**src/rtl/shifter_pipe_if.sv**
```systemverilog
// Operation and result handshake bundle for shifter_pipe.
// The master drives operations and accepts results; the slave is the shifter.
interface shifter_pipe_if #(
  parameter int WIDTH = 16
);
  localparam int SHW = $clog2(WIDTH);

  logic             in_valid;
  logic             in_ready;
  logic [WIDTH-1:0] in_data;
  logic [SHW-1:0]   in_amt;
  logic [2:0]       in_mode;
  logic             out_valid;
  logic             out_ready;
  logic [WIDTH-1:0] out_data;
  logic             out_carry;
  logic             out_zero;
  logic             out_illegal;

  modport master (
    output in_valid, in_data, in_amt, in_mode, out_ready,
    input  in_ready, out_valid, out_data, out_carry, out_zero, out_illegal
  );

  modport slave (
    input  in_valid, in_data, in_amt, in_mode, out_ready,
    output in_ready, out_valid, out_data, out_carry, out_zero, out_illegal
  );
endinterface

```
**src/rtl/shifter_pipe.sv**
```systemverilog
// Two-stage valid/ready barrel shifter: stage 1 applies the low half of the
// shift amount, stage 2 the high half; carry is taken from the original operand.
module shifter_pipe #(
  parameter int WIDTH = 16
) (
  input logic           clk,
  input logic           rst,
  shifter_pipe_if.slave bus
);
  localparam int SHW     = $clog2(WIDTH);
  localparam int LO_BITS = (SHW + 1) / 2;

  localparam logic [2:0] MODE_SLL = 3'b000;
  localparam logic [2:0] MODE_SRL = 3'b001;
  localparam logic [2:0] MODE_SRA = 3'b010;
  localparam logic [2:0] MODE_ROR = 3'b011;
  localparam logic [2:0] MODE_ROL = 3'b100;

  function automatic logic [WIDTH-1:0] shift_step(input logic [WIDTH-1:0] d,
                                                  input logic [2:0]       mode,
                                                  input int               k);
    logic [WIDTH-1:0] r;
    r = d;
    case (mode)
      MODE_SLL: r = d << k;
      MODE_SRL: r = d >> k;
      MODE_SRA: r = $unsigned($signed(d) >>> k);
      MODE_ROR: r = (d >> k) | (d << (WIDTH - k));
      MODE_ROL: r = (d << k) | (d >> (WIDTH - k));
      default:  r = d;
    endcase
    return r;
  endfunction

  // Log-stage shifter over amount bits [lo, hi): each set bit i shifts by 2**i.
  function automatic logic [WIDTH-1:0] shift_bits(input logic [WIDTH-1:0] d,
                                                  input logic [2:0]       mode,
                                                  input logic [SHW-1:0]   amt,
                                                  input int               lo,
                                                  input int               hi);
    logic [WIDTH-1:0] r;
    r = d;
    for (int i = 0; i < SHW; i++) begin
      if (i >= lo && i < hi && amt[i]) r = shift_step(r, mode, 1 << i);
    end
    return r;
  endfunction

  function automatic logic carry_of(input logic [WIDTH-1:0] d,
                                    input logic [2:0]       mode,
                                    input logic [SHW-1:0]   amt);
    logic [SHW-1:0] idx_left;
    logic [SHW-1:0] idx_right;
    logic           c;
    idx_left  = ~amt + SHW'(1);
    idx_right = amt - SHW'(1);
    c         = 1'b0;
    if (amt != '0) begin
      case (mode)
        MODE_SLL, MODE_ROL:           c = d[idx_left];
        MODE_SRL, MODE_SRA, MODE_ROR: c = d[idx_right];
        default:                      c = 1'b0;
      endcase
    end
    return c;
  endfunction

  logic             vld_p1_q, vld_p1_d;
  logic [WIDTH-1:0] data_p1_q, data_p1_d;
  logic [2:0]       mode_p1_q, mode_p1_d;
  logic [SHW-1:0]   amt_p1_q, amt_p1_d;
  logic             carry_p1_q, carry_p1_d;
  logic             ill_p1_q, ill_p1_d;

  logic             vld_p2_q, vld_p2_d;
  logic [WIDTH-1:0] data_p2_q, data_p2_d;
  logic             carry_p2_q, carry_p2_d;
  logic             zero_p2_q, zero_p2_d;
  logic             ill_p2_q, ill_p2_d;

  logic             s2_can_load;
  logic             in_ready;
  logic             load_p1;
  logic             load_p2;
  logic [WIDTH-1:0] shifted_p2;

  assign s2_can_load = !vld_p2_q || bus.out_ready;
  assign in_ready    = !vld_p1_q || s2_can_load;
  assign load_p1     = bus.in_valid && in_ready;
  assign load_p2     = s2_can_load && vld_p1_q;
  assign shifted_p2  = shift_bits(data_p1_q, mode_p1_q, amt_p1_q, LO_BITS, SHW);

  // ---- stage 1: low amount bits, carry from the original operand
  always_comb begin
    vld_p1_d   = in_ready ? bus.in_valid : vld_p1_q;
    data_p1_d  = data_p1_q;
    mode_p1_d  = mode_p1_q;
    amt_p1_d   = amt_p1_q;
    carry_p1_d = carry_p1_q;
    ill_p1_d   = ill_p1_q;
    if (load_p1) begin
      data_p1_d  = shift_bits(bus.in_data, bus.in_mode, bus.in_amt, 0, LO_BITS);
      mode_p1_d  = bus.in_mode;
      amt_p1_d   = bus.in_amt;
      carry_p1_d = carry_of(bus.in_data, bus.in_mode, bus.in_amt);
      ill_p1_d   = (bus.in_mode > MODE_ROL);
    end
  end

  always_ff @(posedge clk) begin
    if (rst) vld_p1_q <= 1'b0;
    else     vld_p1_q <= vld_p1_d;
    data_p1_q  <= data_p1_d;
    mode_p1_q  <= mode_p1_d;
    amt_p1_q   <= amt_p1_d;
    carry_p1_q <= carry_p1_d;
    ill_p1_q   <= ill_p1_d;
  end

  // ---- stage 2: high amount bits, registered result and zero flag
  always_comb begin
    vld_p2_d   = s2_can_load ? vld_p1_q : vld_p2_q;
    data_p2_d  = data_p2_q;
    carry_p2_d = carry_p2_q;
    zero_p2_d  = zero_p2_q;
    ill_p2_d   = ill_p2_q;
    if (load_p2) begin
      data_p2_d  = shifted_p2;
      carry_p2_d = carry_p1_q;
      zero_p2_d  = (shifted_p2 == '0);
      ill_p2_d   = ill_p1_q;
    end
  end

  always_ff @(posedge clk) begin
    if (rst) begin
      vld_p2_q   <= 1'b0;
      data_p2_q  <= '0;
      carry_p2_q <= 1'b0;
      zero_p2_q  <= 1'b0;
      ill_p2_q   <= 1'b0;
    end else begin
      vld_p2_q   <= vld_p2_d;
      data_p2_q  <= data_p2_d;
      carry_p2_q <= carry_p2_d;
      zero_p2_q  <= zero_p2_d;
      ill_p2_q   <= ill_p2_d;
    end
  end

  assign bus.in_ready    = in_ready;
  assign bus.out_valid   = vld_p2_q;
  assign bus.out_data    = data_p2_q;
  assign bus.out_carry   = carry_p2_q;
  assign bus.out_zero    = zero_p2_q;
  assign bus.out_illegal = ill_p2_q;
endmodule

```
**src/flat_wrapper.sv**
```systemverilog
// flat-port wrapper written by rule: the top's interface ports become plain ports
module shifter_pipe_flat 
#(
  parameter int WIDTH = 16
)
  (clk, rst, bus_in_valid, bus_in_data, bus_in_amt, bus_in_mode, bus_out_ready, bus_in_ready, bus_out_valid, bus_out_data, bus_out_carry, bus_out_zero, bus_out_illegal);
  shifter_pipe_if #(.WIDTH(WIDTH)) bus_i ();
  input logic clk;
  input logic rst;
  input wire logic [$bits(bus_i.in_valid)-1:0] bus_in_valid;
  input wire logic [$bits(bus_i.in_data)-1:0] bus_in_data;
  input wire logic [$bits(bus_i.in_amt)-1:0] bus_in_amt;
  input wire logic [$bits(bus_i.in_mode)-1:0] bus_in_mode;
  input wire logic [$bits(bus_i.out_ready)-1:0] bus_out_ready;
  output wire logic [$bits(bus_i.in_ready)-1:0] bus_in_ready;
  output wire logic [$bits(bus_i.out_valid)-1:0] bus_out_valid;
  output wire logic [$bits(bus_i.out_data)-1:0] bus_out_data;
  output wire logic [$bits(bus_i.out_carry)-1:0] bus_out_carry;
  output wire logic [$bits(bus_i.out_zero)-1:0] bus_out_zero;
  output wire logic [$bits(bus_i.out_illegal)-1:0] bus_out_illegal;
  assign bus_i.in_valid = bus_in_valid;
  assign bus_i.in_data = bus_in_data;
  assign bus_i.in_amt = bus_in_amt;
  assign bus_i.in_mode = bus_in_mode;
  assign bus_i.out_ready = bus_out_ready;
  assign bus_in_ready = bus_i.in_ready;
  assign bus_out_valid = bus_i.out_valid;
  assign bus_out_data = bus_i.out_data;
  assign bus_out_carry = bus_i.out_carry;
  assign bus_out_zero = bus_i.out_zero;
  assign bus_out_illegal = bus_i.out_illegal;
  shifter_pipe #(.WIDTH(WIDTH)) u_core (.clk(clk), .rst(rst), .bus(bus_i));
endmodule
```
**config.mk**
```make
export PLATFORM = sky130hd
export DESIGN_NAME = shifter_pipe_flat
export DESIGN_NICKNAME = d
export VERILOG_FILES = /design/src/rtl/shifter_pipe_if.sv /design/src/rtl/shifter_pipe.sv /design/src/flat_wrapper.sv
export SDC_FILE = /design/constraint.sdc
export NUM_CORES = 1
export LEC_CHECK = 0
export BUFFER_PORTS_ARGS = -buffer_cell sky130_fd_sc_hd__buf_4
export CORE_MARGIN = 10
export CORE_UTILIZATION = 53
export CTS_BUF_LIST = sky130_fd_sc_hd__clkbuf_2
export DETAILED_ROUTE_END_ITERATION = 7
export GPL_TIMING_DRIVEN = 0
export PLACE_DENSITY = 0.88
export SLEW_MARGIN = 25
export SYNTH_ARGS = -nofsm -noshare
export SYNTH_HDL_FRONTEND = slang
export SYNTH_SLANG_ARGS = --single-unit
```
**constraint.sdc**
```tcl
create_clock -name clk -period 2.5 [get_ports clk]
set_input_delay 0.125 -clock clk [delete_from_list [all_inputs] [get_ports clk]]
set_output_delay 0.125 -clock clk [all_outputs]
set_load 0.005 [all_outputs]
```
; ---- Yosys cells after proc, flatten, opt, wreduce, memory -nomap -nowiden
; Index checks and enable logic that the tools add are counted.
[classes]
muxes = 14
add_sub_neg = 2
eq_ne = 8
bitwise_logic = 8
order_cmp = 3
n_reduce_logical = 13
[ops]
columns = operator, count
row1 = 16-bit one-hot mux with 5 select lines, 3
row2 = 16-bit two-way mux, 5
row3 = 16-bit one-hot mux with 4 select lines, 1
row4 = 16-bit logical NOT, 1
row5 = 12-bit by 16-bit bitwise OR with 16-bit output, 1
row6 = 14-bit by 16-bit bitwise OR with 16-bit output, 1
row7 = 15-bit by 16-bit bitwise OR with 16-bit output, 1
row8 = 16-bit by 1-bit bitwise OR with 16-bit output, 1
row9 = 16-bit by 2-bit bitwise OR with 16-bit output, 1
row10 = 16-bit by 4-bit bitwise OR with 16-bit output, 1
row11 = 8-bit by 16-bit bitwise OR with 16-bit output, 1
row12 = 3-bit by 2-bit == test with 1-bit output (second input constant), 4
row13 = 4-bit by 5-bit < comparator with 1-bit output (second input constant), 2
row14 = 1-bit binary-select mux with 4-bit select, 2
row15 = 3-bit by 1-bit == test with 1-bit output (second input constant), 2
row16 = 3-bit == test (second input constant), 2
row17 = 3-bit logical NOT, 2
row18 = 4-bit by 1-bit adder with 4-bit output (second input constant), 1
row19 = 4-bit NOT, 1
row20 = 4-bit nonzero test, 1
row21 = 2-bit OR reduction, 2
row22 = 4-bit by 1-bit subtractor with 4-bit output (second input constant), 1
row23 = 3-bit greater-than comparator (second input constant), 1
row24 = 3-bit OR reduction, 1
row25 = other kinds (5), 9
[word_totals]
inputBits = 27
ff_bits = 46

; ---- Longest topological paths before layout
; Gate-level depths: netlist of run 1.
[logic_depth]
word_depth = 8
ltp_mapped = 10
ltp_nobuf = 8

; ---- Least setup slack after synthesis of run 1
; OpenSTA, ideal clock, no wires.
[synth_path]
kind = input-to-reg
start = input port bus_in_amt[0]
end = register u_core.carry_p1_q (data pin)
slack_ns = -0.228
required_time_ns = 2.240
arrival_ns = 2.469
path_stages = 8
cell_sequence = clkbuf_1 -> inv_1 -> ha_1 -> clkbuf_1 -> mux4_2 -> mux4_2 -> a22oi_1 -> a21oi_1
[synth_via]
elab_chain_len = 5
[synth_rtl]
columns = element, line
row1 = start: declaration, flat_wrapper.sv:12  ; input wire logic [$bits(bus_i.in_amt)-1:0] bus_in_amt;
row2 = 4-bit NOT, shifter_pipe.sv:55  ; idx_left = ~amt + SHW'(1);
row3 = 4-bit by 1-bit adder with 4-bit output, shifter_pipe.sv:55
row4 = 1-bit binary-select mux with 4-bit select, shifter_pipe.sv:60  ; MODE_SLL, MODE_ROL: c = d[idx_left];
row5 = 1-bit two-way mux (not written as such), shifter_pipe.sv:60
row6 = 1-bit one-hot mux with 2 select lines, shifter_pipe.sv:59  ; case (mode)
row7 = end signal: assignment, shifter_pipe.sv:116  ; carry_p1_q <= carry_p1_d;
row8 = end: declaration, shifter_pipe.sv:72  ; logic carry_p1_q, carry_p1_d;
; Several ways; a longest one is shown, not always the timed one. The select of a mux whose other input is x is not followed.
; A chain may end at the register's enable or synchronous reset.

; ---- Worst setup path after layout of run 1
[layout_path]
start = register u_core.mode_p1_q[1]
end = register u_core.zero_p2_q, in the netlist u_core.bus.out_zero
[layout_via]
elab_chain_len = 7
[layout_rtl]
columns = element, line
row1 = start: declaration, shifter_pipe.sv:70  ; logic [2:0] mode_p1_q, mode_p1_d;
row2 = start signal: assignment, shifter_pipe.sv:114  ; mode_p1_q <= mode_p1_d;
row3 = 3-bit == test (tied with other cells), shifter_pipe.sv:24  ; case (mode)
row4 = 16-bit one-hot mux with 5 select lines, shifter_pipe.sv:24
row5 = 16-bit two-way mux, shifter_pipe.sv:44  ; if (i >= lo && i < hi && amt[i]) r = shift_step(r, mode, 1 << i);
row6 = 8-bit by 16-bit bitwise OR with 16-bit output, "shifter_pipe.sv:28, shifter_pipe.sv:29"
row7 = 16-bit one-hot mux with 4 select lines, shifter_pipe.sv:24
row8 = 16-bit two-way mux (*), shifter_pipe.sv:44
row9 = 16-bit logical NOT (*), shifter_pipe.sv:130  ; zero_p2_d = (shifted_p2 == '0);
row10 = end signal: assignment, shifter_pipe.sv:146  ; zero_p2_q <= zero_p2_d;
row11 = end: declaration, shifter_pipe.sv:78  ; logic zero_p2_q, zero_p2_d;
; Mark *: on every way between the ends. The rest lies on a longest branch, timed or not.

==> results of run 1 <==
==> flip-flops by register name (all words and copies together), names as in the netlist <==
name	flops
u_core.bus.out_illegal	1
u_core.vld_p1_q	1
u_core.bus.out_data	16
u_core.bus.out_valid	1
u_core.carry_p1_q	1
u_core.mode_p1_q	3
u_core.ill_p1_q	1
u_core.bus.out_carry	1
u_core.bus.out_zero	1
u_core.data_p1_q	16
u_core.amt_p1_q	2
==> power breakdown <==
| part | switching [mW] | total (mW) | internal [mW] |
|---|---|---|---|
| Sequential | 0.0409 | 0.867 | 0.826 |
| Clock | 0.222 | 0.302 | 0.0800 |
| Combinational | 0.329 | 0.594 | 0.265 |
==> path summary, 6_finish.rpt <==
check,start,depth (start not counted),slack (ns),end
setup / recovery,u_core.mode_p1_q[1]$_DFFE_PP_,8,-0.09,u_core.bus.out_zero$_SDFFE_PP0P_
hold / removal,bus_in_amt[1],3,0.26,u_core.data_p1_q[2]$_DFFE_PP_
setup reg to reg,u_core.mode_p1_q[1]$_DFFE_PP_,8,-0.09,u_core.bus.out_zero$_SDFFE_PP0P_
hold reg to reg,u_core.bus.out_data[10]$_SDFFE_PP0P_,2,0.48,u_core.bus.out_data[10]$_SDFFE_PP0P_
==> placed cells by master (no fill, tap or decap), types with 9 or more instances in the layout <==
master	count
a21oi_1	22
a22oi_1	10
buf_4	47
clkbuf_1	17
clkbuf_2	12
dfxtp_1	21
edfxtp_1	23
mux4_2	9
nand2_1	43
nor2_1	31
nor2b_1	9
o21ai_0	28
o22ai_1	34
==> metal layers <==
metal  share of wire, %  vias to the layer above
li1                   -                     1494
met1                 37                     1459
met2                 51                      218
met3                8.1                       42
met4                3.8                        0
met5                  0                        -
==> kinds of logic after synthesis <==
| logic type | Yosys count |
|---|---|
| AOI/OAI and AO/OA | 149 |
| xor gates and xnor gates | 3 |
| adders and majority gates | 2 |
| buffers and inverters | 37 |
| DFF | 44 |
| and+or+nand+nor | 106 |
| muxes | 14 |
==> cells in the mapped netlist, types with 2 or more instances <==
| library cell | count | area, um^2 |
|---|---|---|
| and2_1 | 3 | 18.8 |
| edfxtp_1 | 23 | 691 |
| buf_1 | 3 | 11.3 |
| inv_1 | 8 | 30.0 |
| clkbuf_1 | 21 | 78.8 |
| o21ai_0 | 29 | 145 |
| mux2i_1 | 3 | 30.0 |
| a21oi_1 | 25 | 125 |
| o221ai_1 | 5 | 43.8 |
| mux4_2 | 9 | 203 |
| dfxtp_1 | 21 | 420 |
| buf_6 | 2 | 22.5 |
| o21bai_1 | 2 | 15.0 |
| a211oi_1 | 8 | 60.1 |
| a2bb2oi_1 | 7 | 61.3 |
| nor2_1 | 32 | 120 |
| o22a_1 | 3 | 26.3 |
| a221oi_1 | 2 | 17.5 |
| a221o_1 | 3 | 30.0 |
| xor2_1 | 2 | 17.5 |
| nand3_1 | 3 | 15.0 |
| buf_2 | 3 | 15.0 |
| nor3_1 | 6 | 30.0 |
| a22o_1 | 4 | 35.0 |
| o22ai_1 | 34 | 213 |
| nand2_1 | 43 | 161 |
| nand2b_1 | 3 | 18.8 |
| nor2b_1 | 9 | 56.3 |
| ha_1 | 2 | 25.0 |
| a22oi_1 | 11 | 82.6 |
| o2bb2ai_1 | 2 | 17.5 |
| a32o_1 | 5 | 50.1 |
| mux2_2 | 2 | 22.5 |
==> worst max-delay path: stages (launching register included) <==
cell      delay [ns]
edfxtp_1        0.41
buf_6           0.16
or2_1           0.23
buf_6           0.13
a22o_1          0.22
a221o_1         0.36
o221a_1         0.29
or4_1           0.55
o41ai_2         0.22
==> final cells by class <==
cell class / count / area [um^2]
Multi-Input combinational cell: 274 / 1850
Fill cell: 471 / 1850
Sequential cell: 44 / 1110
Timing Repair Buffer: 55 / 437
Buffer: 29 / 136
Tap cell: 72 / 90.1
Clock buffer: 7 / 35.0
Inverter: 8 / 30.0
Clock inverter: 1 / 8.76
==> repair_timing <==
| item | 4_1_cts | 5_1_grt |
|---|---|---|
| setup endpoints to repair | 1 | 14 |
| hold buffers | 7 | 1 |
| setup buffers | 0 | 1 |
| resized for setup | 5 | 17 |
| pin swaps | 2 | 0 |
| hold endpoints to repair | 7 | 1 |
==> out/qor.csv, run 1 <==
metric,value,unit
I/O pin total,48,
RSZ-0062 raised after global routing,true,
DR WL/cell,18.7,um
Placed Cells,472,
Worst VDD drop,0.000230,V
Mapped Cells,355,
"Top FF cell, synth",edfxtp_1,
"Setup violations, final",1,
final WL,9170,um
asr flop ratio synth,0,%
die footprint,0.00919,mm^2
diode count,0,
Hold Crit Class,input pin to flop,
failing checks,setup timing,
"Cell Area, Placed",0.00348,mm^2
crit start category,flop,
First-pass DRT Iterations,5,
Core Region,0.00554,mm^2
simple logic cell fraction of the synthesized area,15.4,%
Die Height,95.9,um
Clock Tree Buf Depth,2,
grt ovf,0,
M3 GR Usage,3.19,%
GR Util met2,34.9,%
total CTS buffers,5,
worst hold margin,0.262,ns
WS Path Type,flop to flop,
Starting Density,55.0,%
synthesized area per cell,8.59,um^2
adder-cell share of the synthesized area,0.821,%
Setup crit end kind,flop,
"Clk Latency, worst-skew pair",0.41,ns
CP arrival,2.93,ns
post-DP HPWL,6980,um
Compound-Gate Fraction of Synth Area,32.9,%
layout cells sized above 1,22.2,%
Final Net Count,446,
post-synthesis mux area share,8.37,%
Area Overhead vs Synth,21.2,%
xor/xnor cell area share of the yosys netlist,0.862,%
fin util,66.7,%
TritonCTS clock tree,done,
Tot GR Track Use,19.7,%
Slew Limit Fails,0,
met1 usage,23.0,%
IO Port Bufs,45,
sequential element share of the synthesized area,36.4,%
maximum clock frequency,386,MHz
initial antenna violation count,0,
vias per inst,6.56,
largest net degree at the start of global routing,24,
worst-margin pin slew,0.823,ns
Clock Skew,0.0476,ns
H-tree depth,2,
CTS Sinks,44,
post-route setup slack,-0.0889,ns
minimum clock period,2.59,ns
Synth Cell Area,0.00305,mm^2
Tot Pwr,1.76,mW
Crit Path Max Fanout,10,
static leakage,1.38,nW
root buf cell,clkbuf_2,
vias in the first global route,3035,
Slew HR,44.8,%
DRC viols,0,
"Reg clk slew, reported paths",0.24,ns
YS warnings,0,
Rows,27,
filler-free cell count of the finished design,490,
Post-Syn Nets,384,
peak-usage layer in the global routing report,met2,
largest family of logic cells by synthesized area,compound AO/OA/AOI/OAI gates,
DR iter-0 viols,210,
outcome,finished with violations,
pwr dens,477,mW/mm^2
Worst Path Required,2.84,ns
library cells used by synthesis,50,
GPL Wtd Cong,0.967,
Max Cap Viol,0,
final period utilization,104,%
post-route cell area,0.00369,mm^2
Via Count,3213,
final hold vios,0,
Detail Route Antenna Nets,0,
Chip Width,95.9,um
first-pass GRT wire length,14700,um
setup TNS,-0.0889,ns
pre-CTS WS,-0.221,ns
number of synthesized register bits,44,
Post-synth EDFFs,23,
No activity file was read; power rests on OpenSTA's default activity.
==> inputs of run 2 (changes only) <==
Settings changed: SETUP_SLACK_MARGIN from default to 0.5, SLEW_MARGIN 25 to default.
==> out/qor.csv, run 2 (synthesized netlist as in run 1, its figures left out) <==
metric,value,unit,change
outcome,finished with violations,,unchanged
failing checks,setup timing,,unchanged
First-pass DRT Iterations,5,,unchanged
grt ovf,0,,unchanged
layout cells sized above 1,35.7,%,was 22.2%
filler-free cell count of the finished design,514,,was 490
pre-CTS WS,-0.335,ns,was -0.221 ns
r2r worst-path depth,10,,was 8
Die Height,95.9,um,unchanged
TritonCTS clock tree,done,,unchanged
die footprint,0.00919,mm^2,unchanged
Chip Width,95.9,um,unchanged
pwr dens,469,mW/mm^2,was 477 mW/mm^2
RSZ-0062 raised after global routing,true,,unchanged
first-pass GRT wire length,16800,um,was 14700 um
minimum clock period,2.76,ns,was 2.59 ns
"Endpoint, Worst Hold",u_core.bus.out_valid$_SDFFE_PP0P_,,was u_core.data_p1_q[2]$_DFFE_PP_
maximum clock frequency,362,MHz,was 386 MHz
total CTS buffers,5,,unchanged
crit start category,flop,,unchanged
Crit Path Max Fanout,10,,unchanged
H-tree depth,2,,unchanged
Clock Tree Buf Depth,2,,unchanged
fill count,363,,was 471
Tot Pwr,2.00,mW,was 1.76 mW
CTS Sinks,44,,unchanged
final period utilization,111,%,was 104%
final WL,11600,um,was 9170 um
post-DP HPWL,7370,um,was 6980 um
Area Overhead vs Synth,40.0,%,was 21.2%
initial antenna violation count,0,,unchanged
Max Cap Viol,0,,unchanged
largest net degree at the start of global routing,24,,unchanged
"Reg clk slew, reported paths",0.24,ns,about the same
area taken by multi-input logic gates,0.00214,mm^2,was 0.00185 mm^2
most frequent cells in the layout,"buf_4, nand2_1, o22ai_1, nor2_1, buf_6",,"was buf_4, nand2_1, o22ai_1, nor2_1, o21ai_0"
GPL Wtd Cong,1.01,,was 0.967
Rows,27,,unchanged
IO Port Bufs,45,,unchanged
static leakage,1.61,nW,was 1.38 nW
"most common cell after layout, fill and taps aside",buf_4,,unchanged
vias per inst,7.04,,was 6.56
Starting Density,55.0,%,unchanged
Reg2Reg Setup Slack,-0.26,ns,was -0.09 ns
DR WL/cell,22.6,um,was 18.7 um
"Setup violations, final",2,,was 1
Placed Cells,472,,unchanged
Worst VDD drop,0.000289,V,was 0.000230 V
Hold Crit Class,input pin to flop,,unchanged
Worst Path Required,2.87,ns,was 2.84 ns
DRC viols,0,,unchanged
Worst Min Path Start,bus_out_ready,,was bus_in_amt[1]
Tot GR Track Use,23.0,%,was 19.7%
I/O pin total,48,,unchanged
vias in the first global route,3301,,was 3035
Setup crit end kind,flop,,unchanged
Detail Route Antenna Nets,0,,unchanged
Slew HR,36.7,%,was 44.8%
FF-to-FF End,u_core.bus.out_zero$_SDFFE_PP0P_,,unchanged
Final Net Count,470,,was 446
DR iter-0 viols,393,,was 210
Slew Limit Fails,0,,unchanged
register area,0.00111,mm^2,unchanged
Clock Skew,0.0280,ns,was 0.0476 ns
diode count,0,,unchanged
Via Count,3618,,was 3213
post-route setup slack,-0.264,ns,was -0.0889 ns
root buf cell,clkbuf_2,,unchanged
"Clk Latency, worst-skew pair",0.44,ns,was 0.41 ns
worst-margin pin slew,0.950,ns,was 0.823 ns
final hold vios,0,,unchanged
hold path cells,4,,was 3
CP arrival,3.13,ns,was 2.93 ns
RR Startpoint,u_core.mode_p1_q[1]$_DFFE_PP_,,unchanged
WS Path Type,flop to flop,,unchanged
Core Region,0.00554,mm^2,unchanged
-- run 2: cell count changes in the layout (fill, tap and decap cells not counted), sizes merged --
| cell | before | now |
|---|---|---|
| inv | 8 | 10 |
| dlygate4sd3 | 8 | 7 |
| clkbuf | 29 | 26 |
| buf | 54 | 80 |
-- run 2: power breakdown --
group | internal, mW | total [mW] | switching (mW)
Combinational | 0.377 | 0.805 | 0.427
Sequential | 0.827 | 0.883 | 0.0559
Clock | 0.0692 | 0.314 | 0.244
Total | 1.27 | 2.00 | 0.727
-- run 2: final cells by class --
cell class / count / area share (%)
Timing Repair Buffer: 79 / 16.1
Multi-Input combinational cell: 274 / 50.1
Inverter: 8 / 0.704
Clock inverter: 3 / 0.410
Sequential cell: 44 / 26.0
Tap cell: 72 / 2.11
Clock buffer: 5 / 0.586
Buffer: 29 / 3.99
-- run 2: how the worst max path moves through the flow --
stage | startpoint | end | depth (start not counted)
detailed placement | u_core.mode_p1_q[1]$_DFFE_PP_ | u_core.bus.out_zero$_SDFFE_PP0P_ | 8
floorplan | u_core.mode_p1_q[1]$_DFFE_PP_ | u_core.bus.out_zero$_SDFFE_PP0P_ | 8
global placement | u_core.mode_p1_q[1]$_DFFE_PP_ | u_core.bus.out_zero$_SDFFE_PP0P_ | 8
global route | u_core.mode_p1_q[1]$_DFFE_PP_ | u_core.bus.out_zero$_SDFFE_PP0P_ | 10
CTS | u_core.mode_p1_q[1]$_DFFE_PP_ | u_core.bus.out_zero$_SDFFE_PP0P_ | 8
finish | u_core.mode_p1_q[1]$_DFFE_PP_ | u_core.bus.out_zero$_SDFFE_PP0P_ | 10
-- run 2: what timing repair did --
item,4_1_cts,5_1_grt
setup endpoints to repair,33,35
gates resized for setup,57,59
cloned,1,0
hold buffers,7,0
endpoints found under the hold margin,7,0
pin swaps,12,20
buffers inserted,11,15
-- run 2: stage by stage --
stage | utilization [%] | area (um^2) | TNS, ns | hold slack [ns]
3_3_place_gp | 62.8 | 3480 | -1.00 | 0.316
3_5_place_dp | 62.8 | 3480 | -1.83 | 0.315
2_1_floorplan | - | 3050 | 0 | 0.224
4_1_cts | 70.9 | 3930 | -0.0836 | 0.00338
5_1_grt | 77.0 | 4270 | -0.504 | 0.0115
6_report | 77.0 | 4270 | -0.343 | 0.00116
-- run 2: per-layer routing --
metal	vias to the layer above	part of all wire, %	global-route usage, %
li1	1541	-	-
met4	0	7.1	12.9
met1	1650	35	25.3
met3	102	9.9	4.82
met5	-	0	0
met2	325	48	40.3
-- run 2: worst max-delay path, stage by stage (launching register included) --
cell,delay (ns)
edfxtp_1,0.46
buf_6,0.15
or2_1,0.25
buf_6,0.15
buf_4,0.18
o22ai_1,0.26
a2bb2oi_4,0.13
o221ai_2,0.26
o2111ai_2,0.17
or4_4,0.51
o41ai_2,0.21
==> inputs of run 3 (changes only) <==
Settings changed: CAP_MARGIN from default to 5, GPL_TIMING_DRIVEN 0 to default, PLACE_DENSITY 0.88 to 0.8.
==> out/qor.csv, run 3 (synthesized netlist as in run 1, its figures left out) <==
metric,value,unit,change
Tot Pwr,1.82,mW,was 2.00 mW
Area Overhead vs Synth,25.6,%,was 40.0%
RR Startpoint,u_core.mode_p1_q[0]$_DFFE_PP_,,was u_core.mode_p1_q[1]$_DFFE_PP_
Clock Tree Buf Depth,2,,unchanged
post-DP HPWL,7070,um,was 7370 um
Starting Density,55.0,%,unchanged
Worst Path Required,2.83,ns,was 2.87 ns
Setup crit start,u_core.mode_p1_q[0]$_DFFE_PP_,,was u_core.mode_p1_q[1]$_DFFE_PP_
static leakage,1.48,nW,was 1.61 nW
First-pass DRT Iterations,5,,unchanged
GPL Wtd Cong,0.941,,was 1.01
worst-margin pin slew,1.04,ns,was 0.950 ns
root buf cell,clkbuf_2,,unchanged
Reg2Reg Setup Slack,0.02,ns,was -0.26 ns
grt ovf,0,,unchanged
CTS Sinks,44,,unchanged
CP arrival,2.80,ns,was 3.13 ns
worst hold margin,0.115,ns,was 0.00116 ns
vias in the first global route,3044,,was 3301
Worst VDD drop,0.000280,V,was 0.000289 V
crit start category,flop,,unchanged
pre-CTS WS,-0.0282,ns,was -0.335 ns
post-route setup slack,0.0232,ns,was -0.264 ns
DRC viols,0,,unchanged
Clock Skew,0.0331,ns,was 0.0280 ns
total CTS buffers,5,,unchanged
final hold vios,0,,unchanged
setup TNS,0,ns,was -0.343 ns
initial antenna violation count,0,,unchanged
pwr dens,476,mW/mm^2,was 469 mW/mm^2
crit-path cells,or2_4 -> a22o_1 -> a221o_1 -> a22oi_2 -> nand4b_1 -> or4_4 -> o41ai_2,,was buf_6 -> or2_1 -> buf_6 -> buf_4 -> o22ai_1 -> a2bb2oi_4 -> o221ai_2 -> o2111ai_2 -> or4_4 -> o41ai_2
Core Region,0.00554,mm^2,unchanged
r2r worst-path depth,7,,was 10
final period utilization,99.1,%,was 111%
Hold Crit Class,input pin to flop,,unchanged
"Setup violations, final",0,,was 2
Slew HR,30.4,%,was 36.7%
Crit Path Max Fanout,8,,was 10
Detail Route Antenna Nets,0,,unchanged
maximum clock frequency,404,MHz,was 362 MHz
largest net degree at the start of global routing,29,,was 24
# Post-CTS Setup Buffers,0,,was 11
TritonCTS clock tree,done,,unchanged
DR iter-0 viols,191,,was 393
diode count,0,,unchanged
Via Count,3170,,was 3618
final WL,9310,um,was 11600 um
Die Height,95.9,um,unchanged
die footprint,0.00919,mm^2,unchanged
first-pass GRT wire length,14800,um,was 16800 um
Crit-path slowest cell,edfxtp_1,,was or4_4
WS Path Type,flop to flop,,unchanged
outcome,finished clean,,was finished with violations
vias per inst,6.44,,was 7.04
Rows,27,,unchanged
max incr delay on CP,0.46,ns,was 0.51 ns
Final Net Count,448,,was 470
FF-to-FF End,u_core.bus.out_zero$_SDFFE_PP0P_,,unchanged
IO Port Bufs,47,,was 45
minimum clock period,2.48,ns,was 2.76 ns
Slew Limit Fails,0,,unchanged
Tot GR Track Use,20.0,%,was 23.0%
RSZ-0062 raised after global routing,true,,unchanged
H-tree depth,2,,unchanged
most frequent cells in the layout,"buf_4, nand2_1, o22ai_1, nor2_1, o21ai_0",,"was buf_4, nand2_1, o22ai_1, nor2_1, buf_6"
Setup crit end kind,flop,,unchanged
"Reg clk slew, reported paths",0.21,ns,was 0.24 ns
DR WL/cell,18.9,um,was 22.6 um
"most common cell after layout, fill and taps aside",buf_4,,unchanged
Chip Width,95.9,um,unchanged
I/O pin total,48,,unchanged
Max Cap Viol,0,,unchanged
critical path capture point,u_core.bus.out_zero$_SDFFE_PP0P_,,unchanged
layout cells sized above 1,27.9,%,was 35.7%
"Clk Latency, worst-skew pair",0.42,ns,was 0.44 ns
-- run 3: worst min path at each step --
stage	depth (start not counted)	slack (ns)	start	to
after floorplan	0	0.22	bus_in_amt[2]	u_core.amt_p1_q[2]$_DFFE_PP_
after global placement	1	0.34	bus_in_amt[3]	u_core.amt_p1_q[3]$_DFFE_PP_
after detailed placement	1	0.35	bus_in_amt[3]	u_core.amt_p1_q[3]$_DFFE_PP_
after CTS	3	0.09	bus_in_amt[1]	u_core.data_p1_q[3]$_DFFE_PP_
after global routing	3	0.10	bus_in_amt[1]	u_core.data_p1_q[3]$_DFFE_PP_
final	3	0.12	bus_in_amt[1]	u_core.data_p1_q[3]$_DFFE_PP_
-- run 3: worst max-delay path: cells and delay by family, from the launching register on --
family | cells | cell delay, ns
DFF | 1 | 0.46
AOI/OAI and AO/OA | 4 | 1.05
and+or+nand+nor | 3 | 0.90
-- run 3: stage by stage --
stage	std cells	cell area, um^2	utilization (%)
after detailed placement	476	3610	65.2
after floorplan	355	3050	-
after global placement	476	3610	65.2
after CTS	492	3790	68.3
after global routing	492	3830	69.2
final	492	3830	69.2
-- run 3: power breakdown --
part	internal (mW)	total [mW]	switching, mW
combinational	0.304	0.635	0.331
sequential	0.827	0.876	0.0492
clock	0.0798	0.314	0.234
-- run 3: layout make-up --
| cell class | instances | area [um^2] |
|---|---|---|
| clock buffer | 7 | 35.0 |
| timing repair buffer | 86 | 678 |
| sequential | 44 | 1110 |
| fill | 450 | 1710 |
| inverter | 8 | 30.0 |
| tap | 72 | 90.1 |
| multi-input combinational | 274 | 1880 |
| clock inverter | 1 | 8.76 |
-- run 3: timing repair --
action                                  in CTS  in global routing
hold buffers                                 8                  0
gates resized for setup                     10                  8
pin swaps                                    0                  2
cloned                                       0                  0
endpoints found under the hold margin       10                  0
endpoints found under the setup margin      14                 13
-- run 3: routing by layer --
layer | part of all wire (%) | vias up | GRT usage (%)
met5 | 0 | - | 0
met4 | 4.0 | 0 | 10.9
met3 | 6.5 | 38 | 3.89
met2 | 50 | 157 | 34.5
met1 | 39 | 1475 | 22.7
li1 | - | 1500 | -
